--- config.mk ---
export PLATFORM = sky130hd
export DESIGN_NAME = fix_field_splitter
export DESIGN_NICKNAME = d
export VERILOG_FILES = /design/src/rtl/fix_pkg.sv /design/src/rtl/fix_cks_accum.sv /design/src/rtl/fix_field_splitter.sv
export SDC_FILE = /design/constraint.sdc
export NUM_CORES = 1
export LEC_CHECK = 0
export BUFFER_PORTS_ARGS = -buffer_cell sky130_fd_sc_hd__buf_2
export CAP_MARGIN = 15
export CORE_MARGIN = 8
export CORE_UTILIZATION = 60
export DETAILED_ROUTE_END_ITERATION = 6
export GPL_ROUTABILITY_DRIVEN = 1
export PLACE_DENSITY = 0.9
export SYNTH_ARGS = -nofsm -noshare
export SYNTH_HDL_FRONTEND = slang
export SYNTH_SLANG_ARGS = --single-unit
--- constraint.sdc ---
create_clock -name clk -period 5.6 [get_ports clk]
set_input_delay 1.12 -clock clk [delete_from_list [all_inputs] [get_ports clk]]
set_output_delay 1.12 -clock clk [all_outputs]
set_load 0.05 [all_outputs]
--- src/rtl/fix_pkg.sv ---
// Shared constants and types for the FIX field splitter.
// Byte classes, CheckSum tag, error codes and parser states.
package fix_pkg;

  localparam logic [7:0] SOH_BYTE  = 8'h01;
  localparam logic [7:0] EQ_BYTE   = 8'h3D;
  localparam logic [7:0] ZERO_BYTE = 8'h30;
  localparam logic [7:0] NINE_BYTE = 8'h39;

  localparam int CHECKSUM_TAG = 10;

  localparam logic [1:0] E_TAG_CHAR = 2'd0;
  localparam logic [1:0] E_TAG_LEN  = 2'd1;
  localparam logic [1:0] E_VAL_LEN  = 2'd2;
  localparam logic [1:0] E_CKS_FMT  = 2'd3;

  typedef enum logic [1:0] {
    S_TAG,
    S_VAL,
    S_ERR
  } state_t;

  function automatic logic is_digit(input logic [7:0] b);
    return (b >= ZERO_BYTE) && (b <= NINE_BYTE);
  endfunction

endpackage

--- src/rtl/fix_cks_accum.sv ---
// Running mod-256 byte sum and tag-10 CheckSum parse/compare.
// Format faults are reported combinationally; done/ok are registered.
module fix_cks_accum
  import fix_pkg::*;
#(
  parameter logic [7:0] SOH = SOH_BYTE
) (
  input  logic       clk,
  input  logic       reset,
  input  logic [7:0] din,
  input  logic       accept,
  input  logic       arm,
  input  logic       val_byte,
  input  logic       close,
  output logic       fmt_bad_byte,
  output logic       fmt_bad_close,
  output logic       cks_done,
  output logic       cks_ok
);

  logic [7:0] sum8;
  logic [7:0] fstart;
  logic [7:0] expected;
  logic       armed;
  logic [1:0] cnt;
  logic [9:0] value;
  logic [7:0] sum_next;
  logic       good_close;

  assign sum_next      = sum8 + din;
  assign fmt_bad_byte  = armed && (!is_digit(din) || (cnt == 2'd3));
  assign fmt_bad_close = armed && (cnt != 2'd3);
  assign good_close    = close && armed && (cnt == 2'd3);

  always_ff @(posedge clk) begin
    if (reset) begin
      sum8     <= '0;
      fstart   <= '0;
      expected <= '0;
      armed    <= 1'b0;
      cnt      <= '0;
      value    <= '0;
      cks_done <= 1'b0;
      cks_ok   <= 1'b0;
    end else begin
      cks_done <= good_close;
      cks_ok   <= good_close && (value[7:0] == expected);
      if (accept) begin
        // A verified CheckSum closes the message: sums restart at zero.
        if (good_close) begin
          sum8   <= '0;
          fstart <= '0;
        end else begin
          sum8 <= sum_next;
          if (din == SOH)
            fstart <= sum_next;
        end
        if (arm) begin
          armed    <= 1'b1;
          expected <= fstart;
          cnt      <= '0;
          value    <= '0;
        end else if (din == SOH) begin
          armed <= 1'b0;
        end else if (val_byte && armed) begin
          cnt   <= cnt + 2'd1;
          value <= (value << 3) + (value << 1)
                 + {6'b0, din[3:0]};
        end
      end
    end
  end

endmodule

--- src/rtl/fix_field_splitter.sv ---
// Splits a FIX byte stream into tag=value<SOH> fields.
// Emits tag, value bytes, field end with length, errors and CheckSum.
module fix_field_splitter
  import fix_pkg::*;
#(
  parameter int         TAG_DIGITS_MAX = 5,
  parameter int         TAG_W          = 17,
  parameter int         LEN_W          = 12,
  parameter logic [7:0] SOH            = SOH_BYTE
) (
  input  logic             clk,
  input  logic             reset,
  input  logic [7:0]       din,
  input  logic             din_valid,
  output logic [TAG_W-1:0] tag_out,
  output logic             tag_valid,
  output logic [7:0]       val_data,
  output logic             val_valid,
  output logic             field_end,
  output logic [LEN_W-1:0] val_len,
  output logic             err,
  output logic [1:0]       err_code,
  output logic             cks_done,
  output logic             cks_ok
);

  localparam int DW = $clog2(TAG_DIGITS_MAX + 1);

  state_t           state, state_n;
  logic [TAG_W-1:0] tag_acc, tag_acc_n, tag_x10;
  logic [DW-1:0]    digits, digits_n;
  logic [LEN_W-1:0] len, len_n;

  logic [TAG_W-1:0] tag_out_n;
  logic             tag_valid_n, val_valid_n;
  logic             field_end_n, err_n;
  logic [7:0]       val_data_n;
  logic [LEN_W-1:0] val_len_n;
  logic [1:0]       err_code_n;

  logic cks_arm, val_byte, close;
  logic fmt_bad_byte, fmt_bad_close;

  assign tag_x10 = (tag_acc << 3) + (tag_acc << 1);

  fix_cks_accum #(.SOH(SOH)) u_cks (
    .clk          (clk),
    .reset        (reset),
    .din          (din),
    .accept       (din_valid),
    .arm          (cks_arm),
    .val_byte     (val_byte),
    .close        (close),
    .fmt_bad_byte (fmt_bad_byte),
    .fmt_bad_close(fmt_bad_close),
    .cks_done     (cks_done),
    .cks_ok       (cks_ok)
  );

  always_comb begin
    state_n     = state;
    tag_acc_n   = tag_acc;
    digits_n    = digits;
    len_n       = len;
    tag_out_n   = tag_out;
    tag_valid_n = 1'b0;
    val_data_n  = val_data;
    val_valid_n = 1'b0;
    field_end_n = 1'b0;
    val_len_n   = val_len;
    err_n       = 1'b0;
    err_code_n  = err_code;
    cks_arm     = 1'b0;
    val_byte    = 1'b0;
    close       = 1'b0;
    if (din_valid) begin
      unique case (state)
        S_TAG: begin
          // Any non-digit ends the tag attempt, so the accumulator clears.
          tag_acc_n = '0;
          digits_n  = '0;
          if (is_digit(din)) begin
            if (digits == DW'(TAG_DIGITS_MAX)) begin
              err_n      = 1'b1;
              err_code_n = E_TAG_LEN;
              state_n    = S_ERR;
            end else begin
              tag_acc_n = tag_x10 + TAG_W'(din[3:0]);
              digits_n  = digits + DW'(1);
            end
          end else if (din == EQ_BYTE) begin
            if (digits == '0) begin
              err_n      = 1'b1;
              err_code_n = E_TAG_LEN;
              state_n    = S_ERR;
            end else begin
              tag_out_n   = tag_acc;
              tag_valid_n = 1'b1;
              len_n       = '0;
              state_n     = S_VAL;
              cks_arm     = (tag_acc == TAG_W'(CHECKSUM_TAG));
            end
          end else if (din == SOH) begin
            err_n      = 1'b1;
            err_code_n = E_TAG_LEN;
          end else begin
            err_n      = 1'b1;
            err_code_n = E_TAG_CHAR;
            state_n    = S_ERR;
          end
        end
        S_VAL: begin
          if (din == SOH) begin
            close   = 1'b1;
            state_n = S_TAG;
            if (fmt_bad_close) begin
              err_n      = 1'b1;
              err_code_n = E_CKS_FMT;
            end else begin
              field_end_n = 1'b1;
              val_len_n   = len;
            end
          end else if (len == '1) begin
            err_n      = 1'b1;
            err_code_n = E_VAL_LEN;
            state_n    = S_ERR;
          end else if (fmt_bad_byte) begin
            err_n      = 1'b1;
            err_code_n = E_CKS_FMT;
            state_n    = S_ERR;
          end else begin
            val_data_n  = din;
            val_valid_n = 1'b1;
            len_n       = len + LEN_W'(1);
            val_byte    = 1'b1;
          end
        end
        S_ERR: begin
          if (din == SOH)
            state_n = S_TAG;
        end
        default: state_n = S_TAG;
      endcase
    end
  end

  always_ff @(posedge clk) begin
    if (reset) begin
      state     <= S_TAG;
      tag_acc   <= '0;
      digits    <= '0;
      len       <= '0;
      tag_out   <= '0;
      tag_valid <= 1'b0;
      val_data  <= '0;
      val_valid <= 1'b0;
      field_end <= 1'b0;
      val_len   <= '0;
      err       <= 1'b0;
      err_code  <= '0;
    end else begin
      state     <= state_n;
      tag_acc   <= tag_acc_n;
      digits    <= digits_n;
      len       <= len_n;
      tag_out   <= tag_out_n;
      tag_valid <= tag_valid_n;
      val_data  <= val_data_n;
      val_valid <= val_valid_n;
      field_end <= field_end_n;
      val_len   <= val_len_n;
      err       <= err_n;
      err_code  <= err_code_n;
    end
  end

endmodule

-- Word-level counts from Yosys, hierarchy flattened
Index checks and enable logic that the tools add are counted.
- $add $sub $neg: 8
- $lt $le $gt $ge: 2
- equality and inequality tests: 23
- mux-type cells: 66
- bitwise gates (word level): 10
- reduce and logical (&&, ||, !) cells: 29
- operators with widths (cell ; count):
    $mux 12 ; 6
    $mux 8 ; 6
    $mux 2 ; 20
    $mux 17 ; 2
    $mux 1 ; 26
    $pmux 12 s2 ; 1
    $ne 2x2->1 const B ; 9
    $add 17x17->17 ; 1
    $add 17x4->17 ; 1
    $eq 17x4->1 const B ; 1
    $add 8x8->8 ; 2
    $reduce_and 5->1 ; 3
    $add 12x1->12 const B ; 1
    $eq 12x12->1 const B ; 1
    $ne 4x4->1 const B ; 3
    $not 1->1 ; 10
    $add 8x4->8 ; 1
    $eq 8x1->1 const B ; 1
    $eq 8x6->1 const B ; 1
    $eq 8x8->1 ; 1
    $ge 8x6->1 const B ; 1
    $le 8x6->1 const B ; 1
    $reduce_and 2->1 ; 4
    $reduce_and 8->1 ; 1
    22 further kinds ; 34
- register bits: 114
- input port bits: 11
- output and inout port bits: 45
- word-level logic and storage cells: 158

-- Logic depth before layout (Yosys ltp)
- word-level depth: 14
- gate-level depth with buffers: 11

-- Cells and area by module
A second synthesis with hierarchy kept.
- cell total of the unflattened synthesis: 735
- area total of the unflattened synthesis: 6099.6 um2
- modules (own cells, without submodules) (module ; instances ; cells each ; area an instance (um2)):
    fix_field_splitter ; 1 ; 494 ; 4027.6
    fix_cks_accum ; 1 ; 241 ; 2072.0

-- Least setup slack after synthesis
No wires, ideal clock.
- path type: input -> register
- from: input din[3]
- to: register tag_acc[16]
- library setup time: 0.117 ns
- arrival time: 3.197 ns
- data required time: 5.483 ns
- path slack: 2.285 ns
- stages on the path: 10
- path buffers: 0
- cells stage by stage: fa_1 -> inv_1 -> fa_1 -> nor2b_1 -> o31ai_1 -> a21oi_1 -> o211ai_1 -> o21ai_0 -> mux2i_1 -> nand2_1
- cells in the longest elaborated chain, start to end: 3
- elaborated cells between the ends (all ways): 6
- those cells by class: add/sub (1); order compare (2); mux (2); reduce/logical (1)
- RTL lines (element ; line ; RTL):
    start: declaration ; fix_field_splitter.sv:13 ; input logic [7:0] din,
    $add 17x4->17 (tied with other cells) ; fix_field_splitter.sv:88 ; tag_acc_n = tag_x10 + TAG_W'(din[3:0]);
    $mux 17 / $logic_and 1x1->1 (equally long branches) ; fix_field_splitter.sv:83, fix_pkg.sv:24 ;
    $mux 17 * ; fix_field_splitter.sv:82 ; if (is_digit(din)) begin
    end signal: assignment ; fix_field_splitter.sv:163 ; tag_acc <= tag_acc_n;
    end: declaration ; fix_field_splitter.sv:30 ; logic [TAG_W-1:0] tag_acc, tag_acc_n, tag_x10;
Mark *: on every way between the ends. The rest lies on a longest branch, timed or not.
A chain may end at the register's enable or synchronous reset.

-- Final worst setup path
- from: input din[1]
- to: register val_len[10]
- cells in the longest elaborated chain, start to end: 2
- RTL lines (element ; line ; RTL):
    $eq 8x1->1 ; fix_field_splitter.sv:113 ; if (din == SOH) begin
    $reduce_and 4->1 (no line) ; -- ;
    end signal: assignment ; fix_field_splitter.sv:171 ; val_len <= val_len_n;
    end: declaration ; fix_field_splitter.sv:20 ; output logic [LEN_W-1:0] val_len,
No other way between the ends.

==> metrics.md <==
| Metric | Value |
|---|---|
| Status | `complete, but fails checks` |
| Failing checks | `design-rule violations` |
| Post-CTS Resized | `0` |
| Tot Pwr | `2.19 mW` |
| Dpl hpwl | `10.3 mm` |
| Setup CP Type | `in2reg` |
| EDFF count, synth | `0` |
| Antenna Cells | `0` |
| PwrDens | `318 nW/µm²` |
| Yosys reg bits | `114` |
| Logic pwr share | `0.059` |
| Commonest non-fill, non-tap cell in the layout | `dfxtp_1` |
| Initial DRT Pass Iterations | `7` |
| Clock sink total | `114` |
| CP arrival | `3.92 ns` |
| Flop pwr share | `0.379` |
| Die Y | `115 µm` |
| Switching Share | `0.224` |
| Area delta synth->final | `17.2%` |
| Crit path launch type | `input pin` |
| Die Area | `13,200 µm²` |
| First-pass GRT wire length | `26.7 mm` |
| Total GRT Usage | `0.254` |
| WP data required | `5.97 ns` |
| Fin util | `0.713` |
| Worst-Margin Slew | `0.904 ns` |
| P_sw | `0.490 mW` |
| DRT iter0 DRCs | `642` |
| Clock tree buffer depth | `2` |
| FFs w/ async S/R, synth | `0` |
| Clk_lat worst skew | `0.53 ns` |
| Crit path top cell by count | `nor2_1` |
| Crit-path cells | `buf_2, or4b_4, nor2_1, nand2_1, nor3_2, buf_6, mux2i_1, nor2_1` |
| Setup TNS | `0 ns` |
| Hold_ws | `0.455 ns` |
| CTS tree | `built` |
| Root Buffer Master | `clkbuf_8` |
| Syn Nets | `763` |
| Final nets | `810` |
| Mapped Area | `5860 µm²` |
| Crit path max fanout | `15` |
| Worst setup EP type | `flop` |
| WL/cell | `18.1 µm` |
| Initial antenna violation count | `0` |
| Setup Viol. Count Final | `0` |
| Cts bufs inserted | `17` |
| Static Leak | `2.91 nW` |
| Starting Density | `0.608` |
| Hold_buf cts | `0` |
| VDD IR max | `0.200 mV` |
| Clock transition at path regs | `0.06 ns` |
| Layout cells sized above 1 | `0.133` |
| Die Wd | `115 µm` |
| Core box area | `9640 µm²` |
| MaxCap Viol Count | `0` |
| Routed wire length | `16.2 mm` |
| H-tree lvl count | `4` |
| Vias per cell | `6.22` |
| Max Freq | `0.282 GHz` |
| Clock Skews | `0.00778 ns` |
| CP max stage delay | `0.66 ns` |
| Final Hold Fails | `0` |
| GRT overflow | `0` |
| Row count | `36` |
| RSZ-0062 raised after global routing | `no` |
| Top Ports | `56` |
| DRT met1 WL | `6.22 mm` |
| Period utilization | `0.634` |
| Pins over their slew limit | `0` |
| Clock power frac | `0.563` |
| Gpl congestion | `0.855` |
| Post-synthesis sequential area ratio | `0.389` |
| Worst slew margin | `0.398` |
| Largest net degree at the start of global routing | `51` |
| Number of global-route vias before repair | `5,489` |
| Hold Path Class | `reg2reg` |
| Synth warn | `0` |
| Commonest non-fill, non-tap cells in the layout | `dfxtp_1 (114), nand2_1 (92), a21oi_1 (85), nor2_1 (78), buf_2 (55)` |
| Internal Pwr Total | `1.70 mW` |
| Routed Antenna Nets | `0` |
| Syn Area/Cell | `8.38 µm²` |
| Total setup buffers inserted after CTS | `0` |
| Most used DFF post-synth | `dfxtp_1` |
| Distinct cell type count after synthesis | `50` |
| Slowest CP cell | `nor2_1` |
| Post-layout min period | `3.55 ns` |
| Met2 routed WL | `7.87 mm` |
| Top Metal Used | `met4` |
| PortBufs | `55` |
| Drt drc | `2` |
| Vias | `5,551` |
| Met3 wire len | `1.34 mm` |
| Synthesized netlist cell count | `700` |
[cell usage after synthesis, types with 2 or more instances]
master    number  area (µm²)
a21oi_1       85         425
nand3b_1       3        22.5
or3_1          7        43.8
xor2_1        11        96.3
o31ai_1        2        15.0
a21o_1         7        52.6
dfxtp_1      114        2280
o21bai_1       3        22.5
nand4b_1       2        17.5
o21ai_0       21         105
nand4_1        9        56.3
nand2b_1       4        25.0
buf_2          3        15.0
o41ai_1        2        17.5
fa_1           5         100
o211ai_1       3        22.5
a311oi_1       2        17.5
xnor2_1       28         245
ha_1          47         588
and3_1         5        31.3
clkbuf_1      23        86.3
or2_1          2        12.5
or2_2          5        31.3
a211oi_1       5        37.5
or4_1          3        22.5
nor2_1        78         293
nor3_1        21         105
a22oi_1        2        15.0
nor4b_1        2        17.5
and2_1         2        12.5
nand3_1       26         130
nor2b_1        4        25.0
nand2_1       92         345
inv_1         23        86.3
mux2i_1       23         230
a31oi_1        5        31.3
nor4_1         8        50.1
[through the flow]
stage,worst slack [ns],std cells,area [µm²]
finish,2.05,893,6870
global placement,1.30,860,6190
global route,1.82,893,6870
detailed placement,1.14,860,6190
floorplan,2.29,700,5860
CTS,1.55,892,6860
[worst paths after layout]
| check | to | startpoint | slack (ns) | cells past startpoint |
|---|---|---|---|---|
| max | val_len[10]$_SDFFE_PP0P_ | din[1] | 2.05 | 8 |
| min | tag_out[5]$_SDFFE_PP0P_ | tag_out[5]$_SDFFE_PP0P_ | 0.45 | 2 |
| max reg2reg | tag_acc[16]$_SDFFE_PP0P_ | tag_acc[0]$_SDFFE_PP0P_ | 2.48 | 10 |
| min reg2reg | tag_out[5]$_SDFFE_PP0P_ | tag_out[5]$_SDFFE_PP0P_ | 0.45 | 2 |
[state kept, by name, summed over array words and instances, names as in the netlist]
signal	count
err	1
u_cks.armed	1
u_cks.cks_done	1
len	12
u_cks.expected	8
val_valid	1
val_len	12
u_cks.fstart	8
digits	3
val_data	8
err_code	2
field_end	1
tag_valid	1
u_cks.cks_ok	1
tag_acc	17
tag_out	17
state	2
u_cks.cnt	2
u_cks.value	8
u_cks.sum8	8
[worst max-delay path, delay by kind of cell]
| kind | cells | cell delay, ns |
|---|---|---|
| and+or+nand+nor | 5 | 2.18 |
| buffers and inverters | 2 | 0.38 |
| muxes | 1 | 0.22 |
[kinds of logic after synthesis]
group	count (synthesis)	share of synthesized area
AO/OA/AOI/OAI	139	0.133
AND/OR/NAND/NOR	279	0.226
buffers and inverters	54	0.0371
adder cells (fa/ha/maj)	52	0.117
XOR/XNOR	39	0.0582
multiplexers	23	0.0393
flip-flops	114	0.389
[metal layers]
metal / track usage / vias up
met5: 0 / -
met4: 0.157 / 0
met3: 0.0641 / 93
met2: 0.436 / 321
li1: - / 2550
met1: 0.277 / 2587
[power groups by stage]
| stage | Clock [mW] | Combinational, mW | Sequential (mW) |
|---|---|---|---|
| floorplan | 0 | 0.0838 | 0.847 |
| CTS | 1.23 | 0.125 | 0.828 |
| detailed placement | 0 | 0.119 | 0.845 |
| global route | 1.28 | 0.139 | 0.829 |
| finish | 1.23 | 0.129 | 0.828 |
| global placement | 0 | 0.112 | 0.844 |
[final cells by class]
cell class	count	area (µm²)
clock buffers	19	442
repair buffers	57	294
flip-flops and latches	114	2280
fillers	651	2770
clock inverters	13	231
well taps	133	166
inverters	25	93.8
multi-input cells	532	3360
No activity file was read; power rests on OpenSTA's default activity.
